**src/rtl/memory_access_unit_if.sv**
```systemverilog
// Data-memory port of the memory stage: one request at a time on a req/ready handshake.
// The master (memory_access_unit) drives the request side; the memory answers with ready/rdata.
interface memory_access_unit_if #(
    parameter int DATA_WIDTH = 32
);
    logic                    mem_req_o;
    logic                    mem_we_o;
    logic [DATA_WIDTH-1:0]   mem_addr_o;
    logic [DATA_WIDTH-1:0]   mem_wdata_o;
    logic [DATA_WIDTH/8-1:0] mem_wstrb_o;
    logic                    mem_ready_i;
    logic [DATA_WIDTH-1:0]   mem_rdata_i;

    modport master (
        output mem_req_o, mem_we_o, mem_addr_o, mem_wdata_o, mem_wstrb_o,
        input  mem_ready_i, mem_rdata_i
    );

    modport slave (
        input  mem_req_o, mem_we_o, mem_addr_o, mem_wdata_o, mem_wstrb_o,
        output mem_ready_i, mem_rdata_i
    );
endinterface

```
**src/rtl/memory_access_unit.sv**
```systemverilog
// Memory stage: issues one aligned load/store per instruction, lane-aligns store data,
// extracts/extends load data and stalls upstream until the access completes or times out.
module memory_access_unit #(
    parameter int DATA_WIDTH     = 32,
    parameter int TIMEOUT_CYCLES = 255
) (
    input  logic                  clk,
    input  logic                  rst,
    input  logic                  resultSRCE_i,
    input  logic                  memWriteE_i,
    input  logic [DATA_WIDTH-1:0] ALUresultE_i,
    input  logic [DATA_WIDTH-1:0] RD2E_i,
    input  logic [1:0]            memTypeE_i,
    input  logic                  memSignE_i,
    memory_access_unit_if.master  mem,
    output logic                  stall_o,
    output logic [DATA_WIDTH-1:0] readDataM_o,
    output logic                  done_o,
    output logic                  misaligned_o,
    output logic                  timeout_o
);
    localparam logic [1:0] IDLE = 2'd0;
    localparam logic [1:0] REQ  = 2'd1;
    localparam logic [1:0] DONE = 2'd2;

    localparam int              CNT_W    = $clog2(TIMEOUT_CYCLES + 1);
    localparam logic [CNT_W-1:0] CNT_LAST = CNT_W'(TIMEOUT_CYCLES - 1);

    logic [1:0]            state;
    logic [CNT_W-1:0]      wait_cnt;
    logic [DATA_WIDTH-1:0] addr_q;
    logic [DATA_WIDTH-1:0] wdata_q;
    logic [3:0]            wstrb_q;
    logic                  we_q;
    logic [1:0]            type_q;
    logic [1:0]            off_q;
    logic                  sign_q;
    logic                  timeout_q;

    logic                  access;
    logic                  misalign;
    logic [DATA_WIDTH-1:0] lane_wdata;
    logic [3:0]            lane_wstrb;
    logic [7:0]            ld_byte;
    logic [15:0]           ld_half;
    logic [DATA_WIDTH-1:0] load_ext;

    assign access   = resultSRCE_i | memWriteE_i;
    assign misalign = ((memTypeE_i == 2'b01) && ALUresultE_i[0]) ||
                      (memTypeE_i[1] && (ALUresultE_i[1:0] != 2'b00));

    assign stall_o      = ((state == IDLE) && access && !misalign) || (state == REQ);
    assign misaligned_o = (state == IDLE) && access && misalign;
    assign done_o       = (state == DONE);
    assign timeout_o    = timeout_q;

    assign mem.mem_req_o   = (state == REQ);
    assign mem.mem_we_o    = we_q;
    assign mem.mem_addr_o  = addr_q;
    assign mem.mem_wdata_o = wdata_q;
    assign mem.mem_wstrb_o = wstrb_q;

    always_comb begin
        lane_wdata = RD2E_i;
        lane_wstrb = 4'b1111;
        case (memTypeE_i)
            2'b00: begin
                lane_wdata = {4{RD2E_i[7:0]}};
                lane_wstrb = 4'b0001 << ALUresultE_i[1:0];
            end
            2'b01: begin
                lane_wdata = {2{RD2E_i[15:0]}};
                lane_wstrb = 4'b0011 << ALUresultE_i[1:0];
            end
            default: ;
        endcase
    end

    // Extraction uses the latched offset/type, since the pipeline inputs may move on.
    always_comb begin
        ld_byte  = mem.mem_rdata_i[{off_q, 3'b000} +: 8];
        ld_half  = mem.mem_rdata_i[{off_q[1], 4'b0000} +: 16];
        load_ext = mem.mem_rdata_i;
        case (type_q)
            2'b00:   load_ext = {{24{sign_q & ld_byte[7]}}, ld_byte};
            2'b01:   load_ext = {{16{sign_q & ld_half[15]}}, ld_half};
            default: ;
        endcase
    end

    always_ff @(posedge clk) begin
        if (rst) begin
            state       <= IDLE;
            wait_cnt    <= '0;
            addr_q      <= '0;
            wdata_q     <= '0;
            wstrb_q     <= '0;
            we_q        <= 1'b0;
            type_q      <= 2'b00;
            off_q       <= 2'b00;
            sign_q      <= 1'b0;
            timeout_q   <= 1'b0;
            readDataM_o <= '0;
        end else begin
            case (state)
                IDLE: begin
                    timeout_q <= 1'b0;
                    if (access && !misalign) begin
                        addr_q   <= {ALUresultE_i[DATA_WIDTH-1:2], 2'b00};
                        wdata_q  <= lane_wdata;
                        wstrb_q  <= memWriteE_i ? lane_wstrb : 4'b0000;
                        we_q     <= memWriteE_i;
                        type_q   <= memTypeE_i;
                        off_q    <= ALUresultE_i[1:0];
                        sign_q   <= memSignE_i;
                        wait_cnt <= '0;
                        state    <= REQ;
                    end
                end
                REQ: begin
                    if (mem.mem_ready_i) begin
                        if (!we_q) readDataM_o <= load_ext;
                        state <= DONE;
                    end else if (wait_cnt == CNT_LAST) begin
                        if (!we_q) readDataM_o <= '0;
                        timeout_q <= 1'b1;
                        state     <= DONE;
                    end else begin
                        wait_cnt <= wait_cnt + 1'b1;
                    end
                end
                DONE: begin
                    timeout_q <= 1'b0;
                    state     <= IDLE;
                end
                default: state <= IDLE;
            endcase
        end
    end
endmodule

```
**src/flat_wrapper.sv**
```systemverilog
// flat-port wrapper written by rule: the top's interface ports become plain ports
module memory_access_unit_flat 
#(
    parameter int DATA_WIDTH     = 32,
    parameter int TIMEOUT_CYCLES = 255
)
  (clk, rst, resultSRCE_i, memWriteE_i, ALUresultE_i, RD2E_i, memTypeE_i, memSignE_i, stall_o, readDataM_o, done_o, misaligned_o, timeout_o, mem_mem_req_o, mem_mem_we_o, mem_mem_addr_o, mem_mem_wdata_o, mem_mem_wstrb_o, mem_mem_ready_i, mem_mem_rdata_i);
  memory_access_unit_if #(.DATA_WIDTH(DATA_WIDTH)) mem_i ();
  input  logic clk;
  input  logic rst;
  input  logic resultSRCE_i;
  input  logic memWriteE_i;
  input  logic [DATA_WIDTH-1:0] ALUresultE_i;
  input  logic [DATA_WIDTH-1:0] RD2E_i;
  input  logic [1:0] memTypeE_i;
  input  logic memSignE_i;
  output logic stall_o;
  output logic [DATA_WIDTH-1:0] readDataM_o;
  output logic done_o;
  output logic misaligned_o;
  output logic timeout_o;
  output wire logic [$bits(mem_i.mem_req_o)-1:0] mem_mem_req_o;
  output wire logic [$bits(mem_i.mem_we_o)-1:0] mem_mem_we_o;
  output wire logic [$bits(mem_i.mem_addr_o)-1:0] mem_mem_addr_o;
  output wire logic [$bits(mem_i.mem_wdata_o)-1:0] mem_mem_wdata_o;
  output wire logic [$bits(mem_i.mem_wstrb_o)-1:0] mem_mem_wstrb_o;
  input wire logic [$bits(mem_i.mem_ready_i)-1:0] mem_mem_ready_i;
  input wire logic [$bits(mem_i.mem_rdata_i)-1:0] mem_mem_rdata_i;
  assign mem_mem_req_o = mem_i.mem_req_o;
  assign mem_mem_we_o = mem_i.mem_we_o;
  assign mem_mem_addr_o = mem_i.mem_addr_o;
  assign mem_mem_wdata_o = mem_i.mem_wdata_o;
  assign mem_mem_wstrb_o = mem_i.mem_wstrb_o;
  assign mem_i.mem_ready_i = mem_mem_ready_i;
  assign mem_i.mem_rdata_i = mem_mem_rdata_i;
  memory_access_unit #(.DATA_WIDTH(DATA_WIDTH), .TIMEOUT_CYCLES(TIMEOUT_CYCLES)) u_core (.clk(clk), .rst(rst), .resultSRCE_i(resultSRCE_i), .memWriteE_i(memWriteE_i), .ALUresultE_i(ALUresultE_i), .RD2E_i(RD2E_i), .memTypeE_i(memTypeE_i), .memSignE_i(memSignE_i), .mem(mem_i), .stall_o(stall_o), .readDataM_o(readDataM_o), .done_o(done_o), .misaligned_o(misaligned_o), .timeout_o(timeout_o));
endmodule
```
**config.mk**
```make
export PLATFORM = sky130hd
export DESIGN_NAME = memory_access_unit_flat
export DESIGN_NICKNAME = d
export VERILOG_FILES = /design/src/rtl/memory_access_unit_if.sv /design/src/rtl/memory_access_unit.sv /design/src/flat_wrapper.sv
export SDC_FILE = /design/constraint.sdc
export NUM_CORES = 1
export LEC_CHECK = 0
export CAP_MARGIN = 20
export CORE_ASPECT_RATIO = 1.1
export CORE_MARGIN = 2
export CORE_UTILIZATION = 53
export DETAILED_ROUTE_END_ITERATION = 7
export DONT_BUFFER_PORTS = 1
export PLACE_DENSITY = 0.68
export SKIP_CTS_REPAIR_TIMING = 1
export SYNTH_ARGS = -nofsm -noshare
export SYNTH_HDL_FRONTEND = slang
export SYNTH_SLANG_ARGS = --single-unit
```
**constraint.sdc**
```tcl
create_clock -name clk -period 5.2 [get_ports clk]
set_clock_uncertainty 0.2 [all_clocks]
set_input_delay 1.04 -clock clk [delete_from_list [all_inputs] [get_ports clk]]
set_output_delay 1.04 -clock clk [all_outputs]
set_load 0.01 [all_outputs]
```
* Word-level counts from Yosys, hierarchy flattened
Cells that the tools add are included.
** Storage, ports and cells
- Logic and storage cells :: 71
- Input bits :: 104
- Flip-flop bits (word level) :: 115
- Output and inout port bits :: 106
** Cells by class
- Bitwise operators :: 4
- $add $sub $neg :: 1
- Multiplexer cells :: 19
- Shifts and indexed selects :: 4
- Reductions and logical operators :: 22
- Equality and inequality tests :: 10
** Operators by type and width (number)
- 32-bit 2-to-1 mux :: 4
- 32-bit case mux with 2 select lines :: 2
- 32-bit by 6-bit indexed part select with 16-bit output :: 1
- 32-bit by 6-bit indexed part select with 8-bit output :: 1
- 8-bit 2-to-1 mux :: 3
- 8-bit case mux with 2 select lines :: 1
- 8-bit by 1-bit adder with 8-bit output (second input constant) :: 1
- 8-bit equality test (second input constant) :: 1
- 4-bit case mux with 2 select lines :: 1
- 2-bit nonzero test :: 4
- 2-bit by 1-bit equality test with 1-bit output (second input constant) :: 3
- 1-bit logical AND :: 6
- 2-bit zero test :: 3
- 2-bit 2-to-1 mux :: 3
- 2-bit inequality test (second input constant) :: 3
- 3-bit AND reduction :: 2
- 4-bit 2-to-1 mux :: 1
- 2-bit case mux with 2 select lines :: 1
- 2-bit AND reduction :: 2
- 4-bit AND reduction :: 1
- 1-bit by 2-bit << shifter with 4-bit output (first input constant) :: 1
- 2-bit by 2-bit << shifter with 4-bit output (first input constant) :: 1
- 3-bit by 1-bit inequality test with 1-bit output (second input constant) :: 1
- 1-bit AND :: 2
- other kinds (9) :: 11

* Longest topological paths before layout
- Word-level depth :: 7
- Gate-level depth with buffers :: 7
- Gate-level depth less buffers :: 6

* Least setup slack after synthesis
Ideal clock, no wire load.
- Path type :: in2out
- Start point :: in memWriteE_i
- End point :: out stall_o
- Required time :: 3.960 ns
- Buffers on the path :: 1
- Arrival time :: 1.869 ns
- Setup slack :: 2.091 ns
- Stages :: 4
- Path through :: or2_1 nand4_2 clkbuf_1 nand2_1
** On the way
- Cells in the longest elaborated chain, start to end :: 4
** Ends and longest elaborated chain
- from (decl) :: RTL line flat_wrapper.sv:12 : input logic memWriteE_i;
- 1-bit OR :: RTL line memory_access_unit.sv:48 : assign access = resultSRCE_i | memWriteE_i;
- 1-bit logical AND (2 in series) :: RTL line memory_access_unit.sv:52 : assign stall_o = ((state == IDLE) && access && !misalign) || (state == REQ);
- 1-bit logical OR :: RTL line memory_access_unit.sv:52
- to (decl) :: RTL line flat_wrapper.sv:17 : output logic stall_o;
Every way passes these cells.

* Worst setup path in the final report
- Start point :: reg u_core.state[1]
- End point :: out misaligned_o
** On the way
- Cells in the longest elaborated chain, start to end :: 3
** Ends and longest elaborated chain
- from (decl) :: RTL line memory_access_unit.sv:29 : logic [1:0] state;
- from (signal assigned) :: RTL line memory_access_unit.sv:93 : state <= IDLE;
- from (signal assigned) :: RTL line memory_access_unit.sv:117 : state <= REQ;
- from (signal assigned) :: RTL line memory_access_unit.sv:123 : state <= DONE;
- 2-bit zero test :: RTL line memory_access_unit.sv:53 : assign misaligned_o = (state == IDLE) && access && misalign;
- 1-bit logical AND (2 in series) :: RTL line memory_access_unit.sv:53
- to (decl) :: RTL line flat_wrapper.sv:20 : output logic misaligned_o;
Every way passes these cells.

==> results <==
- The run finished with clean final reports.
- The mean post-synth cell area is 8.275 sq um.
- The count of routing violations after the opening detailed-route iteration is 244.
- The fill cell total of the finished layout is 843.
- The critical path goes through nor2_1 -> nand2_1 -> a21oi_1.
- The slowest stage of the critical path is the sky130_fd_sc_hd__nor2_1 cell.
- The xor/xnor share of the synthesized area is 0%.
- After synthesis, the share of flip-flops with an asynchronous set or reset is 0%.
- The maximum fanout encountered on the critical timing path is 5.
- The kind of cell adding the most delay to the critical path is simple AND/OR/NAND/NOR gates.
- For this design the ratio of total power to cell area is 431.4 mW/mm^2.
- The total of endpoints with negative setup slack in the final report is 0.
- The sum of met2 wire segment lengths after detailed routing is 6793 um.
- The share of the clock period used by the worst path is 58.23%.
- The net count of the finished layout is 707.
- The floorplan step defined a die boundary enclosing 0.01060 sq mm.
- The clock latency reported for the late side of the worst-skew pair is 0.49 ns.
- The highest metal layer carrying signal wires in the routed design is met4.
- The number of library cell types mapped by synthesis is 47.
- The portion of synthesized area spent on multiplexers is 6.390%.
- The deepest clock path buffer count is 2.
- The region available for standard cell placement spans 0.009444 sq mm.
- The fraction of the mapped netlist area in compound gates is 24.43%.
- The clock tree from TritonCTS is built.
- The post-synthesis cell count is 627.
- The setup TNS is 0 ns.
- In the final layout, the multi-input gates occupy 0.002606 sq mm.
- After detailed placement, the total cell area comes to 0.005152 sq mm.
- The repair_antennas step left the layout with diodes totalling 0.
- The highest clock frequency the design can meet is 0.3303 GHz.
- Detailed placement ended at an HPWL of 9406 um.
- The detailed-route wire length on metal 1 is 5367 um.
- The adder-cell share of the synthesized area is 0.4823%.
- The routed length on met3 is 1355 um.
- The number of hold-slack violations in the final timing report is 0.
- The number of search-and-repair iterations in the first detailed-routing pass is 4.
- Counting both buffers and inverters, the worst setup path holds a total of 0.
- The clock-pin slew reported for the worst setup and hold paths after clock tree synthesis is 0.06 ns.
- Entering global routing, the biggest net connects 79 pins.
- The number of ports placed on the die boundary is 210.
- Cells with a size suffix above 1 make up 7.492% of the layout.
- The number of levels the H-tree was split into is 4.
- The worst setup path is launched from a register.
- The initial antenna violation count is 0.
- The post-synthesis register bit count is 115.
- The final-report max-slew violation count is 0.
- The leakage power is 2.118 nW.
- The routed via count divided by cell count is 6.022.
- The share of synthesized area in the top cell type comes to 44.37%.
- The routed via count is 4402.
- Across the VDD grid, the largest voltage drop is 223.2 uV.
- Counting flops with a built-in enable in the synthesized netlist gives 0.
- The sort of element at the end of the critical path is a primary output.
- Of the total synthesized cell area, the portion taken by AND, OR, NAND and NOR gates is 18.35%.
- For the pin with the worst max-slew slack, the measured transition is 1.056 ns.
- The startpoint-to-endpoint class of the critical path is register to primary output.
- The residual DRC count is 0.
- After routing the design area is 0.005814 sq mm.
- The global-route congestion overflow total is 0.
- Buffers placed on the I/O ports in this run total 0.
- The global-route wire length before repair is 21310 um.
- The number of clock sinks is 115.
- The final worst hold slack is 0.2979 ns.
- Across the run, the number of max-cap violations was 0.
- The warning count from the yosys run is 0.
- In this run the cell area of the synthesized design comes to 0.005189 sq mm.
- The starting density of the core is 54.94%.
- The sequential cell area fraction in the yosys report is 44.37%.
- Headroom to the max-slew limit came out at 29.49%.
- The number of nets with antenna violations after detailed routing is 0.
- The share of the core filled with cells is 61.57%.
- The largest total area in the synthesized netlist belongs to sky130_fd_sc_hd__dfxtp_1.
- In this design, the stage delay of the slowest critical-path cell is 0.42 ns.
- For the worst setup path, the data required time is 3.96 ns.
- The global-route total usage across every layer is 25.06%.
- The class of the most critical hold timing path is register to register.
- The dominant synthesized flop cell is sky130_fd_sc_hd__dfxtp_1.
- The worst path needs 3.028 ns of the cycle, external delays included.
- From bottom edge to top edge, the die measures 107.8 um.
- Setup repair after global routing left no endpoint under its margin.
- Dividing the detail-routed wire length by the instance count gives 18.71 um.
- The number of CTS-inserted buffers is 17.
- The total area of sequential cells is 0.002302 sq mm.
- Ranked by total cell area, the synthesized netlist is headed by sky130_fd_sc_hd__dfxtp_1, sky130_fd_sc_hd__nand2_1, sky130_fd_sc_hd__a21oi_1.
- The cell at the root of the clock tree is sky130_fd_sc_hd__clkbuf_8.
- In this run the core area contains 37 standard-cell rows.
- At the end of routability-driven placement, the weighted congestion stood at 0.9185.
- The die extent in x is 98.34 um.
- The growth of design area from synthesis to finish is 12.06%.
- After synthesis, the largest family of logic cells by area is compound AO/OA/AOI/OAI gates.
- Data on the critical path arrives at its endpoint at 1.79 ns.
- The routed design has 13680 um of wire.
- The via count of the first global-routing pass came to 4117.
[flip-flops by register name (all words and copies together), names as in the netlist]
name,count
u_core.wait_cnt,8
u_core.type_q,2
u_core.mem.mem_wstrb_o,4
u_core.mem.mem_wdata_o,32
u_core.readDataM_o,32
u_core.state,2
u_core.sign_q,1
u_core.mem.mem_we_o,1
u_core.mem.mem_addr_o,30
u_core.timeout_o,1
u_core.off_q,2
[per-stage QoR]
step	power (mW)	setup WS (ns)	cells
2_1_floorplan	1.196	2.091	628
3_3_place_gp	1.219	1.892	699
3_5_place_dp	1.227	1.813	699
4_1_cts	2.525	2.134	731
5_1_grt	2.598	2.086	731
6_report	2.508	2.172	731
[Yosys cell counts, types with 8 or more instances]
master	count
sky130_fd_sc_hd__o21ai_0	31
sky130_fd_sc_hd__o211ai_1	12
sky130_fd_sc_hd__a311oi_1	8
sky130_fd_sc_hd__o22ai_1	8
sky130_fd_sc_hd__a32o_1	8
sky130_fd_sc_hd__clkbuf_1	27
sky130_fd_sc_hd__buf_2	17
sky130_fd_sc_hd__or3_1	8
sky130_fd_sc_hd__o21ai_1	11
sky130_fd_sc_hd__o2bb2ai_1	8
sky130_fd_sc_hd__a21oi_1	70
sky130_fd_sc_hd__nand2_1	139
sky130_fd_sc_hd__nand2b_1	12
sky130_fd_sc_hd__a22o_1	16
sky130_fd_sc_hd__nand3b_1	8
sky130_fd_sc_hd__a211oi_1	10
sky130_fd_sc_hd__nor2_1	30
sky130_fd_sc_hd__mux2i_1	23
sky130_fd_sc_hd__dfxtp_1	115
sky130_fd_sc_hd__inv_1	14
[cells by family (layout without fill, tap and decap cells)]
logic type | Yosys count | count (layout)
and+or+nand+nor | 217 | 217
AOI/OAI and AO/OA | 195 | 195
DFF | 115 | 115
buffers and inverters | 67 | 53
muxes | 30 | 30
adders and majority gates | 2 | 2
other | 1 | 2
[report_power, final]
part | leakage (nW) | internal (mW) | switching (mW)
sequential | 0.938 | 0.931 | 0.0654
combinational | 0.866 | 0.0784 | 0.133
clock | 0.314 | 0.888 | 0.412
[layout make-up]
type / instances / share of cell area, %
multi-input combinational: 446 / 44.82
sequential: 115 / 39.60
clock buffer: 19 / 7.424
clock inverter: 13 / 3.960
tap: 117 / 2.518
inverter: 16 / 1.033
timing repair buffer: 5 / 0.6456
[final timing paths]
kind,from,cells after the start,slack (ns),end
worst max-delay path,u_core.state[1],3,2.17,misaligned_o
worst min-delay path,u_core.mem.mem_addr_o[24],2,0.30,u_core.mem.mem_addr_o[24]
worst max register to register,u_core.state[1],5,2.38,u_core.mem.mem_wdata_o[8]
worst min register to register,u_core.mem.mem_addr_o[24],2,0.30,u_core.mem.mem_addr_o[24]
[per-layer routing]
layer | up-vias | global-route usage (%)
met4 | 0 | 8.023
met2 | 169 | 41.21
li1 | 2167 | -
met1 | 2053 | 29.61
met5 | - | 0
met3 | 13 | 10.71
[placed cells by master, fill, tap and decap left out, types with 10 or more instances in the layout]
cell type	netlist	layout
sky130_fd_sc_hd__a22o_1	16	16
sky130_fd_sc_hd__o21ai_0	31	31
sky130_fd_sc_hd__inv_1	14	14
sky130_fd_sc_hd__nand2_1	139	139
sky130_fd_sc_hd__mux2i_1	23	23
sky130_fd_sc_hd__nor2_1	30	30
sky130_fd_sc_hd__o211ai_1	12	12
sky130_fd_sc_hd__o21ai_1	11	11
sky130_fd_sc_hd__a21oi_1	70	69
sky130_fd_sc_hd__dfxtp_1	115	115
sky130_fd_sc_hd__clkbuf_16	0	16
sky130_fd_sc_hd__a211oi_1	10	10
sky130_fd_sc_hd__nand2b_1	12	12
[worst min-delay path: cells and delay by family (launching register included)]
kind             cells  cell delay (ns)
AO/OA/AOI/OAI        1             0.05
flip-flops           1             0.34
AND/OR/NAND/NOR      1             0.07
Power figures use the tool's default switching activity.
